**config.mk**
```make
export PLATFORM = sky130hd
export DESIGN_NAME = oqpsk_bit_feeder
export DESIGN_NICKNAME = d
export VERILOG_FILES = /design/src/rtl/oqpsk_pkg.sv /design/src/rtl/oqpsk_word_fifo.sv /design/src/rtl/oqpsk_bit_feeder.sv
export SDC_FILE = /design/constraint.sdc
export NUM_CORES = 1
export LEC_CHECK = 0
export CAP_MARGIN = 5
export CORE_MARGIN = 3
export CORE_UTILIZATION = 35
export CTS_CLUSTER_SIZE = 8
export DETAILED_ROUTE_END_ITERATION = 6
export GPL_ROUTABILITY_DRIVEN = 0
export SLEW_MARGIN = 20
export SYNTH_ARGS = -nofsm -noshare
export SYNTH_HDL_FRONTEND = slang
export SYNTH_SLANG_ARGS = --single-unit
```
**constraint.sdc**
```tcl
create_clock -name CLK -period 4.25 [get_ports CLK]
set_clock_uncertainty 0.15 [all_clocks]
set_input_delay 0.425 -clock CLK [delete_from_list [all_inputs] [get_ports CLK]]
set_output_delay 0.425 -clock CLK [all_outputs]
set_load 0.005 [all_outputs]
```
**src/rtl/oqpsk_pkg.sv**
```systemverilog
// oqpsk_pkg: shared defaults, PRBS-9 constants and feeder state type for the OQPSK modulator front end
package oqpsk_pkg;
    localparam int OQPSK_DATA_W = 32;
    localparam int OQPSK_FIFO_DEPTH = 4;
    localparam int OQPSK_IQ_W = 13;
    localparam logic [8:0] PRBS9_SEED = 9'h1FF;
    localparam int PRBS9_TAP_A = 8;
    localparam int PRBS9_TAP_B = 4;
    typedef enum logic {ST_EMPTY, ST_SHIFT} state_t;
endpackage

```
**src/rtl/oqpsk_word_fifo.sv**
```systemverilog
// oqpsk_word_fifo: synchronous word FIFO with wrap-bit pointers, full/empty and occupancy count
module oqpsk_word_fifo #(
    parameter int W = 32,
    parameter int DEPTH = 4
) (
    input  logic                       clk,
    input  logic                       rst_n,
    input  logic                       push,
    input  logic                       pop,
    input  logic [W-1:0]               wdata,
    output logic [W-1:0]               rdata,
    output logic                       full,
    output logic                       empty,
    output logic [$clog2(DEPTH):0]     count
);
    localparam int AW = $clog2(DEPTH);
    logic [W-1:0] mem [DEPTH];
    logic [AW:0] wr_ptr, rd_ptr;
    assign full = (wr_ptr[AW] != rd_ptr[AW]) && (wr_ptr[AW-1:0] == rd_ptr[AW-1:0]);
    assign empty = wr_ptr == rd_ptr;
    assign count = wr_ptr - rd_ptr;
    assign rdata = mem[rd_ptr[AW-1:0]];
    always_ff @(posedge clk)
        if (push && !full) mem[wr_ptr[AW-1:0]] <= wdata;
    always_ff @(posedge clk or negedge rst_n)
        if (!rst_n) begin
            wr_ptr <= '0;
            rd_ptr <= '0;
        end else begin
            if (push && !full) wr_ptr <= wr_ptr + 1'b1;
            if (pop && !empty) rd_ptr <= rd_ptr + 1'b1;
        end
endmodule

```
**src/rtl/oqpsk_bit_feeder.sv**
```systemverilog
// oqpsk_bit_feeder: buffers words and feeds them MSB-first to the OQPSK modulator; OQPSK_FEEDER_PRBS_EN adds a PRBS-9 source
module oqpsk_bit_feeder import oqpsk_pkg::*; #(
    parameter int DATA_W = OQPSK_DATA_W,
    parameter int FIFO_DEPTH = OQPSK_FIFO_DEPTH,
    parameter int CNT_W = $clog2(DATA_W*(FIFO_DEPTH+1))+1
) (
    input  logic              CLK,
    input  logic              RST,
`ifdef OQPSK_FEEDER_PRBS_EN
    input  logic              PRBS_SEL,
`endif
    input  logic [DATA_W-1:0] WR_DATA,
    input  logic              WR_VALID,
    output logic              WR_READY,
    input  logic              REQ_BIT,
    output logic              BIT_OUT,
    output logic              BIT_ACK,
    output logic              EN_OUT,
    output logic [CNT_W-1:0]  LEVEL,
    output logic              UNDERFLOW,
    input  logic              CLR_UFLOW
);
    localparam int FW = $clog2(FIFO_DEPTH) + 1;
    localparam int SW = $clog2(DATA_W + 1);
    logic full, empty, push, pop, ready_q, prbs, prbs_bit, shift;
    logic [DATA_W-1:0] rdata, sh_reg;
    logic [SW-1:0] sh_cnt, sh_cnt_n;
    logic [FW-1:0] fcnt, fcnt_n;
    logic [CNT_W-1:0] level_n;
    state_t state;
`ifdef OQPSK_FEEDER_PRBS_EN
    logic [8:0] lfsr;
    assign prbs = PRBS_SEL;
    assign prbs_bit = lfsr[8];
    always_ff @(posedge CLK or negedge RST)
        if (!RST) lfsr <= PRBS9_SEED;
        else if (PRBS_SEL && REQ_BIT) lfsr <= {lfsr[7:0], lfsr[PRBS9_TAP_A] ^ lfsr[PRBS9_TAP_B]};
`else
    assign prbs = 1'b0;
    assign prbs_bit = 1'b0;
`endif
    assign WR_READY = ready_q && !full;
    oqpsk_word_fifo #(.W(DATA_W), .DEPTH(FIFO_DEPTH)) u_fifo (
        .clk(CLK), .rst_n(RST), .push(push), .pop(pop), .wdata(WR_DATA),
        .rdata(rdata), .full(full), .empty(empty), .count(fcnt)
    );
    // Pop either to fill an idle shifter or to reload on the last bit so words run back to back
    always_comb begin
        push = WR_VALID && WR_READY;
        shift = !prbs && REQ_BIT && state == ST_SHIFT;
        pop = !prbs && !empty && (state == ST_EMPTY || (shift && sh_cnt == SW'(1)));
        sh_cnt_n = pop ? SW'(DATA_W) : shift ? sh_cnt - SW'(1) : sh_cnt;
        fcnt_n = fcnt + FW'(push) - FW'(pop);
        level_n = CNT_W'(fcnt_n) * CNT_W'(DATA_W) + CNT_W'(sh_cnt_n);
    end
    always_ff @(posedge CLK or negedge RST)
        if (!RST) begin
            ready_q <= 1'b0;
            state <= ST_EMPTY;
            sh_reg <= '0;
            sh_cnt <= '0;
            BIT_OUT <= 1'b0;
            BIT_ACK <= 1'b0;
            EN_OUT <= 1'b0;
            LEVEL <= '0;
            UNDERFLOW <= 1'b0;
        end else begin
            ready_q <= 1'b1;
            BIT_ACK <= REQ_BIT;
            LEVEL <= level_n;
            EN_OUT <= prbs || level_n != '0;
            sh_cnt <= sh_cnt_n;
            if (REQ_BIT) BIT_OUT <= prbs ? prbs_bit : state == ST_SHIFT && sh_reg[DATA_W-1];
            if (pop) begin
                sh_reg <= rdata;
                state <= ST_SHIFT;
            end else if (shift) begin
                sh_reg <= sh_reg << 1;
                if (sh_cnt == SW'(1)) state <= ST_EMPTY;
            end
            if (!prbs && REQ_BIT && state == ST_EMPTY) UNDERFLOW <= 1'b1;
            else if (CLR_UFLOW) UNDERFLOW <= 1'b0;
        end
endmodule

```
==> metrics <==
H-tree depth=4; cell count after synthesis=between 400 and 500; Pwr Density=627 nW/µm²; min Tclk post-route=~3.5 ns; Final HPWL DP=around 8000 µm; CP startpoint kind=flip-flop; Post-Synth Simple-Gate Area=4.47%; final number of hold-violating endpoints=0; drt pass-1 iters=4; first-pass GRT wire length=between 20000 and 25000 µm; largest net degree at the start of global routing=39; top_reg_cell synth=edfxtp_1; hold_sp=u_fifo.wr_ptr[2]; GRT overflow=0; Critical-path top delay cell=dfrtp_1; syn_area_per_cell=17.4 µm²; CTS tree=done; unrepaired setup endpoints after global routing=no; Mapped Nets=474; vias in the first global route=just over 4000; CP Class=flip-flop to flip-flop; Vias=3777; Async SR Flop Fraction=around 30%; max cap viols=0; Final setup viols=0; worst skew pair latency=~0.43 ns; Reg2Reg Depth=13; Max FO, Critical Path=8; Hold Path Class=flip-flop to flip-flop; starting density of the core=36.0%; Worst Path Arrival=between 3 and 4 ns; most numerous cell in the Yosys netlist=edfxtp_1; pre-CTS WS=0.667 ns; crit path capture type=flip-flop; DRT iter0 DRCs=235; I/O pin cnt=51; Hold Crit Endpoint=u_fifo.wr_ptr[2]; number of buffers created by CTS=17; Worst EP required=around 4.4 ns; Yosys reg bits=around 180; leakage power=3.14 nW; Min-Delay Path Depth=1; ANT nets after route=0; core area=just over 20000 µm²; combinational family with the most area after synthesis=multiplexers; Post-synth EDFFs=~130; unique cell type count in the Yosys netlist=42; VDD IR max=~0.00028 V; layout cells sized above 1=between 10% and 20%; Largest register FFs=128; status=finished, final reports clean; fillers=approximately 1900; placement row count=between 50 and 60; xor/xnor cell area share of the yosys netlist=under 10%; Vias/cell=between 4 and 5; Clk pin slew, worst setup/hold paths=approximately 0.070 ns; Die H=151 µm; final setup TNS=0 ns; sequential share of the synthesized area=70.6%; Slew Limit Fails=0; Post-Synth Adder-Cell Area=under 10%; Slew @ Worst Pin=around 0.73 ns; reg2reg setup slack=~0.78 ns; final worst path period share=between 80% and 90%; yosys warns=0; Die X-Extent=about 150 µm; aggregate global-route resource usage=~13%; die area=22800 µm²; Syn-to-layout area delta=18.1%; Area contributors post-synth=edfxtp_1 52%, dfrtp_1 18%, mux4_2 9.8%; crit-path leading delay family=adder cells; Commonest cells post-synth=128 x edfxtp_1, 54 x dfrtp_1, 35 x nand3_1; worst path cell trace=ha_1 > or4b_4 > o31ai_4 > nand2_2 > inv_2 > fa_1 > inv_1 > fa_1 > ha_1 > xnor2_1 > xnor2_1 > mux2i_1 > o211ai_1; IO Port Bufs=50; Root Driver=clkbuf_16; relative slew slack=about 50%; drt total wl=roughly 14000 µm; Diodes inserted=0; Clock Path Buffers=2; Synth Cell Area=7360 µm²; Fmax=288 MHz; TritonCTS Sinks=between 150 and 200; Synth top area share=a little over half; multiplexer area fraction after synthesis=approximately 14%; DRC Markers=0; WL/cell=between 15 and 20 µm; antenna violations before repair=0; crit-path max cell delay=0.48 ns; Post-CTS Resized=0; crit path buf inv count=2; Reg2Reg Capture Point=EN_OUT; Compound-Gate Fraction of Synth Area=under 10%; area leader, netlist=edfxtp_1; worst r2r src=sh_cnt[0]; final setup margin=just under 0.8 ns; Layout Nets=approximately 530
## logic make-up (layout without fill, tap and decap cells)
group / after synthesis / in the layout
flops: 182 / 182
mux: 64 / 64
simple gates: 63 / 63
compound gates: 45 / 45
buf+inv: 41 / 108
xor+xnor: 15 / 15
fa+ha+maj: 13 / 13
other cells: 1 / 1
## per-stage QoR
step	power [mW]	hold slack, ns	std cells	utilization [%]	instance area [µm²]
floorplan	3.58	-0.0206	424	-	7360
global placement	3.99	0.323	728	39.8	8130
detailed placement	4.04	0.319	728	39.8	8130
CTS	5.53	0.337	761	42.5	8690
global route	5.79	0.349	761	42.5	8690
finish	5.45	0.339	761	42.5	8690
## where the power goes
part           leakage (nW)  internal [mW]  switching (mW)
logic                  1.02          0.746           0.800
registers              1.84           2.26           0.175
clock network         0.281          0.813           0.651
total                  3.14           3.82            1.63
## worst max path at each step
stage                     startpoint     end  depth (start not counted)
final                      sh_cnt[0]  EN_OUT                         13
after CTS                  sh_cnt[0]  EN_OUT                         13
after floorplan            sh_cnt[0]  EN_OUT                         15
after global placement      WR_VALID  EN_OUT                         13
after global routing       sh_cnt[0]  EN_OUT                         13
after detailed placement     REQ_BIT  EN_OUT                         13
## routing by layer
metal,up-vias,track usage (%),routed length [µm]
met1,1963,15.6,5750
li1,1732,-,-
met4,0,4.40,146
met2,76,22.2,7200
met5,-,0,0
met3,6,3.47,474
## cell usage in the layout, fill, tap and decap left out, types with 2 or more instances in the layout
cell type	n
a21oi_1	3
and2_1	5
buf_4	12
clkbuf_16	17
clkdlybuf4s50_1	49
clkinv_2	6
dfrtp_1	53
edfxtp_1	128
fa_1	2
ha_1	11
inv_1	12
inv_6	5
mux2i_1	32
mux4_2	32
nand2_1	6
nand3_1	35
nor2_1	7
o21ai_0	29
o21ai_2	4
xnor2_1	12
xor2_1	3
## repair_timing
item / in CTS / in global routing
hold buffers: 1 / 0
buffers inserted: 0 / 0
endpoints found under the hold margin: 25 / 0
## area by class of cell
cell class / instances / area [µm²] / area share (%)
tap: 270 / 338 / 3.89
timing repair buffer: 63 / 596 / 6.85
inverter: 13 / 48.8 / 0.561
sequential: 182 / 5200 / 59.8
clock buffer: 18 / 429 / 4.94
clock inverter: 14 / 124 / 1.43
multi-input combinational: 201 / 1960 / 22.5
Power figures use the tool's default switching activity.
